===== src/rtl/flag_event_rx.sv =====
// Receive side of a toggle-flag crossing: synchronizes toggle_in, turns each edge into a
// queued event on a valid/ready handshake, and returns an ack toggle as source busy feedback.
`timescale 1ns/1ps
module flag_event_rx #(
  parameter int SYNC_STAGES   = 2,
  parameter int CNT_WIDTH     = 4,
  parameter int ACK_ON_ACCEPT = 0
) (
  input  logic                 clk,
  input  logic                 rst,
  input  logic                 toggle_in,
  output logic                 ack_toggle_out,
  output logic                 event_valid,
  input  logic                 event_ready,
  output logic [CNT_WIDTH-1:0] pending,
  output logic                 overflow,
  input  logic                 overflow_clr
);

  localparam int PW = $clog2(SYNC_STAGES + 1);
  localparam logic [PW-1:0]        PRIME_LAST = PW'(SYNC_STAGES);
  localparam logic [CNT_WIDTH-1:0] CNT_MAX    = '1;

  typedef enum logic {PRIME, RUN} state_t;

  (* ASYNC_REG = "TRUE" *) logic [SYNC_STAGES-1:0] sync;
  logic                 hist;
  logic                 det;
  logic                 accept;
  logic                 ack_evt;
  logic                 lost;
  state_t               state, state_nxt;
  logic [PW-1:0]        prime_cnt, prime_cnt_nxt;
  logic                 ack_nxt;
  logic [CNT_WIDTH-1:0] pending_nxt;
  logic                 overflow_nxt;

  always_ff @(posedge clk or posedge rst) begin
    if (rst) begin
      sync <= '0;
      hist <= 1'b0;
    end else begin
      sync <= {sync[SYNC_STAGES-2:0], toggle_in};
      hist <= sync[SYNC_STAGES-1];
    end
  end

  assign det         = sync[SYNC_STAGES-1] ^ hist;
  assign event_valid = (pending != '0);
  assign accept      = event_valid & event_ready;
  assign ack_evt     = (ACK_ON_ACCEPT != 0) ? accept : det;

  always_ff @(posedge clk or posedge rst) begin
    if (rst) begin
      state          <= PRIME;
      prime_cnt      <= '0;
      ack_toggle_out <= 1'b0;
      pending        <= '0;
      overflow       <= 1'b0;
    end else begin
      state          <= state_nxt;
      prime_cnt      <= prime_cnt_nxt;
      ack_toggle_out <= ack_nxt;
      pending        <= pending_nxt;
      overflow       <= overflow_nxt;
    end
  end

  always_comb begin
    state_nxt     = state;
    prime_cnt_nxt = prime_cnt;
    ack_nxt       = ack_toggle_out;
    pending_nxt   = pending;
    overflow_nxt  = overflow;
    lost          = 1'b0;
    case (state)
      PRIME: begin
        // Align the ack with whatever level the source already holds so it does not stay busy.
        if (prime_cnt == PRIME_LAST) begin
          state_nxt     = RUN;
          prime_cnt_nxt = '0;
          ack_nxt       = sync[SYNC_STAGES-1];
        end else begin
          prime_cnt_nxt = prime_cnt + 1'b1;
        end
      end
      RUN: begin
        if (det && !accept) begin
          if (pending == CNT_MAX) lost = 1'b1;
          else                    pending_nxt = pending + 1'b1;
        end else if (!det && accept) begin
          pending_nxt = pending - 1'b1;
        end
        if (ack_evt) ack_nxt = ~ack_toggle_out;
      end
      default: state_nxt = PRIME;
    endcase
    if (lost)              overflow_nxt = 1'b1;
    else if (overflow_clr) overflow_nxt = 1'b0;
  end

endmodule


===== config.mk =====
export PLATFORM = sky130hd
export DESIGN_NAME = flag_event_rx
export DESIGN_NICKNAME = d
export VERILOG_FILES = /design/src/rtl/flag_event_rx.sv
export SDC_FILE = /design/constraint.sdc
export NUM_CORES = 1
export LEC_CHECK = 0
export ABC_AREA = 1
export BUFFER_PORTS_ARGS = -buffer_cell sky130_fd_sc_hd__buf_4
export CORE_MARGIN = 2
export CORE_UTILIZATION = 45
export DETAILED_ROUTE_END_ITERATION = 8
export GPL_ROUTABILITY_DRIVEN = 0
export GPL_TIMING_DRIVEN = 0
export MAX_ROUTING_LAYER = met4
export PLACE_DENSITY = 0.76
export SYNTH_ARGS = -nofsm -noshare
export SYNTH_HDL_FRONTEND = slang
export SYNTH_SLANG_ARGS = --single-unit

===== constraint.sdc =====
create_clock -name clk -period 3.1 [get_ports clk]
set_input_delay 0.62 -clock clk [delete_from_list [all_inputs] [get_ports clk]]
set_output_delay 0.62 -clock clk [all_outputs]
set_load 0.01 [all_outputs]

# Word-level counts from Yosys, hierarchy flattened

Index checks and enable logic that the tools add are counted.

Bits of input ports: 5
Memories kept: 0
Memory bits (read-only): 0
Bits in writable memories: 0
Flip-flop bits (word level): 12
Latch bits: 0
Word-level logic and storage cells: 42

Shift operators: 0
Div/mod/pow operators: 0
Add/sub/neg operators: 3
Multiplexer cells: 14
Equality and inequality tests: 5
Bitwise operators: 4
Order comparisons: 0
Multiply operators: 0
Reductions and logical operators: 9

Operator list:

| cell                  | number |
|---|---|
| $mux W4               | 3 |
| $mux W1               | 9 |
| $ne A2 B2 Y1 const B  | 3 |
| $add A4 B1 Y4 const B | 1 |
| $eq A4 B4 Y1 const B  | 1 |
| $reduce_bool A2 Y1    | 2 |
| $reduce_bool A4 Y1    | 1 |
| $sub A4 B1 Y4 const B | 1 |
| $reduce_and A3 Y1     | 1 |
| $add A2 B1 Y2 const B | 1 |
| $eq A2 B2 Y1 const B  | 1 |
| $logic_and A1 B1 Y1   | 2 |
| $logic_not A1 Y1      | 2 |
| $mux W2               | 1 |
| $not A1 Y1            | 2 |
| $pmux W1 S2           | 1 |
| $reduce_and A2 Y1     | 1 |
| $and A1 B1 Y1         | 1 |
| $xor A1 B1 Y1         | 1 |

# Depth between registers and ports, before layout

Depth in word-level cells: 7
Depth in mapped cells: 13

# Worst setup path before layout

OpenSTA, ideal clock, no wires.

Path kind: reg2reg
From: reg pending[0]
To: reg pending[3]
Setup time: 116 ps
Slack: 1343 ps
Period minus slack after synthesis: 1757 ps
Arrival time: 1640 ps
Cell stages (with the launch flop): 14
Required time: 2984 ps
Cell sequence: dfrtp_1 -> nor2_1 -> nand2_1 -> nand2_1 -> nand2_2 -> ha_1 -> nand2_1 -> nand2_1 -> nor2_1 -> inv_1 -> nand2_1 -> nand2_1 -> nand2_1 -> nand2_1

Longest elaborated chain between the ends: 6
Elaborated cells between the ends (all ways): 14
Those cells by class: 2 x add/sub; 2 x eq/ne; 3 x mux; 1 x bitwise; 6 x reduce/logical

RTL lines:

| what                                                                | line | RTL |
|---|---|---|
| start, declared                                                     | 15   | `output logic [CNT_WIDTH-1:0] pending,` |
| start signal, assigned                                              | 64   | `pending <= pending_nxt;` |
| $reduce_bool A4 Y1 *                                                | 49   | `assign event_valid = (pending != '0);` |
| via event_valid                                                     | 13   | `output logic event_valid,` |
| $and A1 B1 Y1 *                                                     | 50   | `assign accept = event_valid & event_ready;` |
| $logic_not A1 Y1                                                    | 88   | `if (det && !accept) begin` |
| $logic_and A1 B1 Y1                                                 | 88   |  |
| $ne A2 B2 Y1 (no source line) or $reduce_bool A2 Y1 (tied branches) | --   |  |
| $reduce_and A3 Y1 (no source line)                                  | --   |  |

Mark *: on every way through the listed nets, which the timed path passes. The rest lies on a longest branch. The select of a mux whose other input is x is not followed.
A chain may end at the register's enable or synchronous reset.

# Final worst setup path

From: reg pending[1]
To: reg pending[3]

Longest elaborated chain between the ends: 6
Elaborated cells between the ends (all ways): 14
Those cells by class: 2 x add/sub; 2 x eq/ne; 3 x mux; 1 x bitwise; 6 x reduce/logical

RTL lines:

| what                                                                | line |
|---|---|
| $reduce_bool A4 Y1                                                  | 49 |
| $and A1 B1 Y1                                                       | 50 |
| $logic_not A1 Y1                                                    | 88 |
| $logic_and A1 B1 Y1                                                 | 88 |
| $ne A2 B2 Y1 (no source line) or $reduce_bool A2 Y1 (tied branches) | -- |
| $reduce_and A3 Y1 (no source line)                                  | -- |

Several ways; a longest one is shown, not always the timed one. The select of a mux whose other input is x is not followed.

==> impl_metrics.tcl <==
set metrics [dict create \
    place_area_um2 719 \
    min_period_ps 1860 \
    finalSetupViolations 0 \
    antenna_found_initial 0 \
    crit_path_frequent_cell "nand2_1" \
    cp_slowest_cell "dfrtp_1" \
    end_kind "flip-flop" \
    holdBufCountCts 0 \
    ys_warn_count 0 \
    clock-sinks 12 \
    dp.cells 97 \
    synth_edf_count 0 \
    power_mw 0.615 \
    cts_buffers 3 \
    ir_worst_vdd_v 0.000403 \
    multi_input_area_um2 275 \
    syn-cell-area_um2 618 \
    drt.antenna.violating_nets 0 \
    ys_ff_latch 12 \
    tightest_slew_ps 431 \
    cp-start-kind "flip-flop" \
    overflow 0 \
    yosysSeqAreaShare_pct 48.6 \
    worst-setup-path-type "reg -> reg" \
    crit_fanout 6 \
    cts_tree "yes" \
    routed_wl_um 1080 \
    synthTopCellsByCount "nand2_1 (20), dfrtp_1 (12), inv_1 (10), nor2_1 (5)" \
    critPathArrivalTime_ps 2030 \
    port_buffers 11 \
    grt_max_degree 13 \
    slew_headroom_pct 71.2 \
    syn_nets 79 \
    die_area_mm2 0.00169 \
    fp.dieW_um 41.1 \
    coreArea_mm2 0.00128 \
    min_path_type "in -> async" \
    cts_buffer_depth 2 \
    crit_path_cell_trace "nor2_1 -> nand2_1 -> nand2_1 -> nand2_2 -> ha_1 -> nand2_1 -> nand2_1 -> nor2_1 -> inv_1 -> nand2_1 -> nand2_1 -> nand2_1 -> nand2_1" \
    hold_viol 0 \
    rows 13 \
    drc 0 \
    vias_per_cell 4.75 \
    via_count 475 \
    grt.total_usage_pct 17.6 \
    netlist_instances 71 \
    synthArstFlopShare_pct 100 \
    cts_setup_buffers 0 \
    final.setup.tns_ps 0 \
    grt_pass1_wl_um 1730 \
    cap_violations 0 \
    clkTransAtPathRegs_ps 70 \
    grt_pass1_vias 403 \
    synth-main-ff-cell "dfrtp_1" \
    ys_types 18 \
    fmax_mhz 537 \
    power_leakage_nw 0.382 \
    yosysTopAreaCell "dfrtp_1" \
    required_ps 3270 \
    clk_latency_ps 270 \
    drtIter0Drc 6 \
    syn_to_final_growth_pct 20.0 \
    die_h_um 41.1 \
    fill_cells 112 \
    clock_skew_ps 9.58 \
    synthTopCellsByArea "dfrtp_1 (49%), nand2_1 (12%), inv_1 (6.1%)" \
    drive_above_1_share_pct 22.4 \
    cp_top_family "simple AND/OR/NAND/NOR gates" \
    synth_top_area_share_pct 48.6 \
    post_drt_wl_per_cell_um 10.8 \
    start_util_pct 48.1 \
    outcome "complete, no violations" \
    seq_area_um2 300 \
    fin_area_um2 742 \
    firstDrtPassIters 3 \
    dp_hpwl_um 817 \
    stdcell_count 100 \
    syn_area_per_cell_um2 8.71 \
    cp_slowest_stage_delay_ps 460 \
    finalMaxSlewViolations 0 \
    post_cts_resized 0 \
    path_buf_inv 1 \
    rsz0062_at_grt "false" \
    ioPinCount 12 \
    fin_crit_sh_pct 60.1 \
    cts_max_level 1 \
    synth_most_common_cell "nand2_1" \
    power_density_mw_per_mm2 828 \
    diodes 0 \
    nets 95 \
    cts-root-buf "clkbuf_4" \
]
[final timing paths]
kind                                   startpoint                        to  slack [ps]  cells after the start
max reg2reg                pending[1]$_DFFE_PP0P_    pending[3]$_DFFE_PP0P_        1240                     13
min                                           rst    pending[1]$_DFFE_PP0P_         340                      2
min reg2reg                     sync[0]$_DFF_PP0_         sync[1]$_DFF_PP0_         350                      0
max                        pending[1]$_DFFE_PP0P_    pending[3]$_DFFE_PP0P_        1240                     13
max in group asynchronous                     rst  prime_cnt[0]$_DFFE_PP0N_        2450                      2
min in group clk                sync[0]$_DFF_PP0_         sync[1]$_DFF_PP0_         350                      0
[flip-flops by register name, indices dropped and copies added (netlist names)]
signal / flops
pending: 4
prime_cnt: 2
sync: 2
ack_toggle_out: 1
hist: 1
overflow: 1
state: 1
[cells in the final DEF (no fill, tap or decap), types with 2 or more instances in the layout]
cell,netlist,layout
ha_1,2,2
xnor2_1,2,2
inv_1,10,10
nand3_1,4,4
nand2_2,2,2
nand2_1,20,20
clkbuf_4,0,3
nor2_1,5,5
o21ai_0,4,4
o21ai_1,2,2
buf_4,0,11
dfrtp_1,12,12
[report_power, final]
group          leakage (nW)  internal, mW  switching, mW
combinational         0.222         0.133          0.149
sequential            0.146         0.191         0.0487
clock                0.0138        0.0449         0.0484
[area by class of cell]
| class | instances | share of cell area [%] |
|---|---|---|
| Clock buffer | 3 | 3.04 |
| Inverter | 11 | 5.73 |
| Multi-Input combinational cell | 48 | 37.1 |
| Sequential cell | 12 | 40.5 |
| Tap cell | 15 | 2.53 |
| Timing Repair Buffer | 11 | 11.1 |
[metrics by stage]
stage | util (%) | hold slack, ps | setup WS (ps)
finish | 57.7 | 340 | 1240
global route | 57.7 | 368 | 1070
CTS | 57.7 | 350 | 1240
detailed placement | 56.0 | 335 | 1180
global placement | 56.0 | 334 | 1210
floorplan | - | 331 | 1340
[layer usage]
metal	part of all wire (%)	up-vias	GRT usage [%]
li1	-	251	-
met1	48	213	22.0
met2	46	9	23.0
met3	5.9	2	9.78
met4	0.74	0	7.50
met5	0	-	-
[kinds of logic after synthesis]
family	share of synthesized area, %
compound gates	7.08
buf+inv	6.88
xor+xnor	6.88
flops	48.6
fa+ha+maj	7.29
simple gates	23.3
No activity file was read; power rests on OpenSTA's default activity.
